**src/rtl/serial_sub.sv**
```systemverilog
// Bit-serial W-bit subtractor d = a - b - bin, one LSB-first bit per clock.
// Optional signed-overflow output enabled by defining SERIAL_SUB_OVF_EN.
module serial_sub #(
    parameter int W = 8
) (
    input  logic         clk,
    input  logic         rst_n,
    input  logic         start,
    input  logic [W-1:0] a,
    input  logic [W-1:0] b,
    input  logic         bin,
    output logic         busy,
    output logic         done,
    output logic [W-1:0] d,
    output logic         bo
`ifdef SERIAL_SUB_OVF_EN
    ,
    output logic         ovf
`endif
);

    localparam int CW = $clog2(W + 1);

    typedef enum logic [1:0] {IDLE, SHIFT, DONE} state_t;

    state_t        r_state;
    logic [W-1:0]  r_a_sr;
    logic [W-1:0]  r_b_sr;
    logic [W-1:0]  r_res;
    logic          r_br;
    logic [CW-1:0] r_cnt;

    logic w_x;
    logic w_y;
    logic w_diff;
    logic w_borrow;
    logic w_last;

    assign w_x      = r_a_sr[0];
    assign w_y      = r_b_sr[0];
    assign w_diff   = w_x ^ w_y ^ r_br;
    assign w_borrow = (~w_x & w_y) | (~(w_x ^ w_y) & r_br);
    assign w_last   = (r_cnt == CW'(W - 1));

    always_ff @(posedge clk) begin
        if (!rst_n) begin
            r_state <= IDLE;
            r_a_sr  <= '0;
            r_b_sr  <= '0;
            r_res   <= '0;
            r_br    <= 1'b0;
            r_cnt   <= '0;
            busy    <= 1'b0;
            done    <= 1'b0;
            d       <= '0;
            bo      <= 1'b0;
`ifdef SERIAL_SUB_OVF_EN
            ovf     <= 1'b0;
`endif
        end else begin
            done <= 1'b0;
            case (r_state)
                IDLE, DONE: begin
                    if (start) begin
                        r_a_sr  <= a;
                        r_b_sr  <= b;
                        r_br    <= bin;
                        r_res   <= '0;
                        r_cnt   <= '0;
                        busy    <= 1'b1;
                        r_state <= SHIFT;
                    end else begin
                        r_state <= IDLE;
                    end
                end
                SHIFT: begin
                    r_a_sr <= {1'b0, r_a_sr[W-1:1]};
                    r_b_sr <= {1'b0, r_b_sr[W-1:1]};
                    r_res  <= {w_diff, r_res[W-1:1]};
                    r_br   <= w_borrow;
                    r_cnt  <= r_cnt + 1'b1;
                    if (w_last) begin
                        // On the last step the shift-register LSBs are the operand MSBs,
                        // so overflow needs no separately captured sign bits.
                        d       <= {w_diff, r_res[W-1:1]};
                        bo      <= w_borrow;
`ifdef SERIAL_SUB_OVF_EN
                        ovf     <= (w_x ^ w_y) & (w_diff ^ w_x);
`endif
                        busy    <= 1'b0;
                        done    <= 1'b1;
                        r_state <= DONE;
                    end
                end
                default: begin
                    busy    <= 1'b0;
                    r_state <= IDLE;
                end
            endcase
        end
    end

endmodule

```
**config.mk**
```make
export PLATFORM = sky130hd
export DESIGN_NAME = serial_sub
export DESIGN_NICKNAME = d
export VERILOG_FILES = /design/src/rtl/serial_sub.sv
export SDC_FILE = /design/constraint.sdc
export NUM_CORES = 1
export LEC_CHECK = 0
export CORE_ASPECT_RATIO = 0.75
export CORE_UTILIZATION = 51
export CTS_CLUSTER_DIAMETER = 40
export DETAILED_ROUTE_END_ITERATION = 12
export PLACE_DENSITY = 0.79
export REMOVE_ABC_BUFFERS = 1
export SLEW_MARGIN = 0
export SYNTH_ARGS = -nofsm -noshare
export SYNTH_HDL_FRONTEND = slang
export SYNTH_SLANG_ARGS = --single-unit
```
**constraint.sdc**
```tcl
create_clock -name clk -period 1.6 [get_ports clk]
set_input_delay 0.32 -clock clk [delete_from_list [all_inputs] [get_ports clk]]
set_output_delay 0.32 -clock clk [all_outputs]
set_load 0.01 [all_outputs]
```
Yosys cells after proc, flatten, opt, wreduce, memory -nomap -nowiden
Index checks and enable logic that the tools add are counted.
{"block": "totals", "in_bits": 20, "out_inout_bits": 11, "reg_bits": 42, "elab_cells": 47}
{"block": "op_classes", "n_bitwise": 7, "add_sub_neg": 1, "reduce_logical": 7, "mux": 17, "n_eq_ne": 5}
{"cell": "one-hot mux 8 bit (2 select lines)", "n": 3}
{"cell": "two-way mux 8 bit", "n": 3}
{"cell": "one-hot mux 4 bit (2 select lines)", "n": 1}
{"cell": "AND reduction 2 bit", "n": 4}
{"cell": "two-way mux 1 bit", "n": 5}
{"cell": "adder 4 x 1 -> 4 bit (second input constant)", "n": 1}
{"cell": "equality test 4 x 3 -> 1 bit (second input constant)", "n": 1}
{"cell": "two-way mux 4 bit", "n": 1}
{"cell": "inequality test 2 bit (second input constant)", "n": 2}
{"cell": "one-hot mux 1 bit (2 select lines)", "n": 2}
{"cell": "one-hot mux 2 bit (2 select lines)", "n": 1}
{"cell": "AND 1 bit", "n": 2}
{"cell": "equality test 2 x 1 -> 1 bit (second input constant)", "n": 1}
{"cell": "equality test 2 bit (second input constant)", "n": 1}
{"cell": "zero test 2 bit", "n": 1}
{"cell": "two-way mux 2 bit", "n": 1}
{"cell": "inverter 1 bit", "n": 2}
{"cell": "nonzero test 2 bit", "n": 1}
{"cell": "OR reduction 2 bit", "n": 1}
{"cell": "bitwise XOR 1 bit", "n": 2}
{"cell": "OR 1 bit", "n": 1}

Longest topological paths before layout
{"block": "logic_depth", "word_depth": 5, "mapped_depth": 5, "ltp_nobuf": 4}

Worst setup path before layout
No wires, ideal clock.
{"block": "synth_path", "path_kind": "reg-to-reg", "startpoint": "register r_state[0]", "endpoint": "register bo", "setup_slack_ns": 0.401, "required_time_ns": 1.528, "arrival_time_ns": 1.127, "period_less_slack_ns": 1.199, "setup_ns": 0.072, "path_stages_with_launch": 6, "cell_sequence": "dfxtp_1 -> and2b_1 -> buf_6 -> and4_4 -> buf_6 -> mux2i_1"}
{"block": "synth_via", "elab_chain_cells": 2}
{"item": "start: declaration", "line": "26", "rtl": "state_t r_state;"}
{"item": "start signal: assignment", "line": "47", "rtl": "r_state <= IDLE;"}
{"item": "start signal: assignment", "line": "71", "rtl": "r_state <= SHIFT;"}
{"item": "start signal: assignment", "line": "73", "rtl": "r_state <= IDLE;"}
{"item": "equality test 2 x 1 -> 1 bit", "line": "62", "rtl": "case (r_state)"}
{"item": "AND reduction 2 bit (no line)"}
{"item": "end signal: assignment", "line": "86", "rtl": "bo <= w_borrow;"}
{"item": "end: declaration", "line": "15", "rtl": "output logic bo"}
Every way passes these cells.
A chain may end at the register's enable or synchronous reset.

Final worst setup path
{"block": "layout_path", "startpoint": "register d[0]", "endpoint": "output d[0]"}
{"item": "start: declaration", "line": "14", "rtl": "output logic [W-1:0] d,"}
{"item": "start signal: assignment", "line": "85", "rtl": "d <= {w_diff, r_res[W-1:1]};"}
No word-level cell between the ends.

==> metrics.cfg <==
[power]
combPwrFrac_pct = 12.7
power.leakage_nw = 0.725
swShare_pct = 24.6
clockPowerShare_pct = 31.5
fin_total_pwr_mw = 1.94
ir_drop_mv = 0.640
p_int_mw = 1.47
power.density_nw_per_um2 = 934
p_seq_share_pct = 55.8
p_sw_mw = 0.477

[cts]
post_cts_buffers = 0
postCtsHoldBufs = 0
cts_htree_levels = 2
tritoncts = done
clock-sinks = 41
clock_path_buffers = 2
clk_pin_slew_worst_paths_ns = 0.07
clockRootBuffer = clkbuf_8
clock_latency_ns = 0.29
cts_resized = 0
numCtsBuffers = 5

[global_route]
grt_pass1_vias = 1287
grt_pass1_wl_um = 5650
antenna_found_initial = 0
grt_max_degree = 28
grt_usage_pct = 22.0
grt-ovfl-total = 0

[floorplan]
initial_core_util_pct = 55.3
die_y_um = 51.6
row_count = 17
die_w_um = 68.1
core_area_sq_um = 3020
die_area_sq_um = 3510
ios = 31

[place]
finalWeightedCongestion = 0.754
port_buffers = 30
dp_hpwl_um = 2290

[setup_path]
arrival_ns = 1.17
start_kind = flop
crit_chain = clkdlybuf4s50_1
r2r_start = r_cnt[0]
worstSetupPathType = reg -> out
critPathRequiredTime_ns = 1.28
worstSetupEndpointType = output port
crit_slowest_cell = clkdlybuf4s50_1
startpoint = d[0]
cp_top_family = buffers and inverters
critPathBufInv = 1
worst-path-max-fanout = 2
cp_slowest_stage_delay_ns = 0.53

[routing]
drc = 0
ant_nets = 0
drt_first_pass_iters = 4
wirelength_um = 3390
avgViaCountPerCell = 5.48
wire_per_inst_um = 13.3
drtIter0Drc = 81
num_vias = 1392

[sta]
finalMaxSlewViolations = 0
fmax_ghz = 0.671
whs_ns = 0.460
rsz0062_at_grt = no
timing.slew.headroom_pct = 81.6
layout_min_cycle_time_ns = 1.49
clock_skew_ns = 0.00341
fin_setup_tns_ns = 0
worstMarginPinSlew_ns = 0.277
min_period_over_period_pct = 93.1
setup_viol = 0
hold_violations = 0

[synth]
synth_cells = 188
synth_seq_cells = 41
synth_area_sq_um = 1670
synth_edf_count = 0
synth_flop_cell = dfxtp_1
yosys_warnings = 0
seq_area_frac_synth_pct = 49.1
ys_async_sr_fraction_pct = 0
avgSynthCellArea_sq_um = 8.88
netlist-cell-type-count = 27

[layout]
antenna_cells = 0
layout-drive-gt1-share_pct = 7.87
fin_nets = 239
area_growth_pct = 24.5

[run]
cap_violations = 0

[status]
run_status = finished clean

[hold_path]
worstHoldStart = d[7]
hold_path_class = reg -> reg

## sequential cells by signal, indices dropped and copies added, names as in the netlist
register and cells:
bo 1, r_br 1, done 1, busy 1, d 8, r_state 2
r_res 7, r_a_sr 8, r_cnt 4, r_b_sr 8
## power by group through the flow
stage	logic [mW]	clock network, mW	registers (mW)
2_1_floorplan	0.121	0	1.10
3_3_place_gp	0.235	0	1.10
3_5_place_dp	0.244	0	1.11
4_1_cts	0.245	0.632	1.08
5_1_grt	0.271	0.667	1.09
6_report	0.246	0.613	1.08
## synth_stat cells (all sizes together), types with 2 or more instances
| library cell | count | area [sq um] |
|---|---|---|
| a22oi | 14 | 105 |
| nand2b | 4 | 25.0 |
| inv | 3 | 11.3 |
| nand2 | 28 | 105 |
| dfxtp | 41 | 821 |
| buf | 15 | 85.1 |
| a21oi | 28 | 140 |
| clkbuf | 2 | 7.51 |
| nand3 | 27 | 135 |
| mux2i | 10 | 100 |
| and2 | 2 | 12.5 |
## cells in the final DEF, fill, tap and decap left out
cell type	netlist	final
dfxtp_1	41	41
clkinv_2	0	1
nand2_1	28	28
a31o_2	1	1
a31oi_1	1	1
and4_4	1	1
and2_1	2	2
nor2b_1	1	1
buf_4	0	8
a21oi_1	28	28
a2bb2oi_1	1	1
fa_1	1	1
nand2b_1	4	4
a211oi_1	1	1
o21ai_0	1	1
clkdlybuf4s50_1	0	30
buf_12	0	1
mux2i_1	10	10
o21a_1	1	1
mux2_1	1	1
inv_1	3	3
clkinv_1	1	1
clkbuf_8	0	5
ha_1	1	1
and2b_1	1	1
nand4_1	1	1
nand3_1	27	27
a22oi_1	14	14
## worst paths after layout
path / end / slack, ns / depth (start not counted)
setup / recovery: d[0] / 0.11 / 1
hold / removal: d[7] / 0.46 / 2
setup reg to reg: d[0] / 0.31 / 3
hold reg to reg: d[7] / 0.46 / 2
## cell families (layout without fill, tap and decap cells)
group / Yosys count / count (layout) / share of synthesized area [%]
multiplexers: 11 / 11 / 6.67
buffers and inverters: 21 / 49 / 6.44
AND/OR/NAND/NOR: 65 / 65 / 18.5
flip-flops: 41 / 41 / 49.1
AO/OA/AOI/OAI: 48 / 48 / 17.3
adder cells (fa/ha/maj): 2 / 2 / 1.95
## through the flow
stage / std cells / worst slack (ns) / utilization [%] / area, sq um
2_1_floorplan: 171 / 0.0338 / - / 1580
3_3_place_gp: 248 / 0.123 / 66.4 / 2010
3_5_place_dp: 248 / 0.0621 / 66.4 / 2010
4_1_cts: 254 / 0.0790 / 68.8 / 2080
5_1_grt: 254 / 0.0471 / 68.8 / 2080
6_report: 254 / 0.110 / 68.8 / 2080
## metal layers
| layer | routed length [um] | GRT usage (%) |
|---|---|---|
| met1 | 1580 | 26.6 |
| met2 | 1600 | 36.1 |
| met3 | 165 | 7.89 |
| met5 | 0 | 0 |
| met4 | 40 | 6.94 |
## area by class of cell
class                      instances  area (sq um)
fill                             215           941
sequential                        41           821
multi-input combinational        126           742
tap                               38          47.5
inverter                           4          15.0
clock buffer                       5          68.8
timing repair buffer              39           380
clock inverter                     1          5.00
Note: power is estimated with default switching activity, not from simulation.
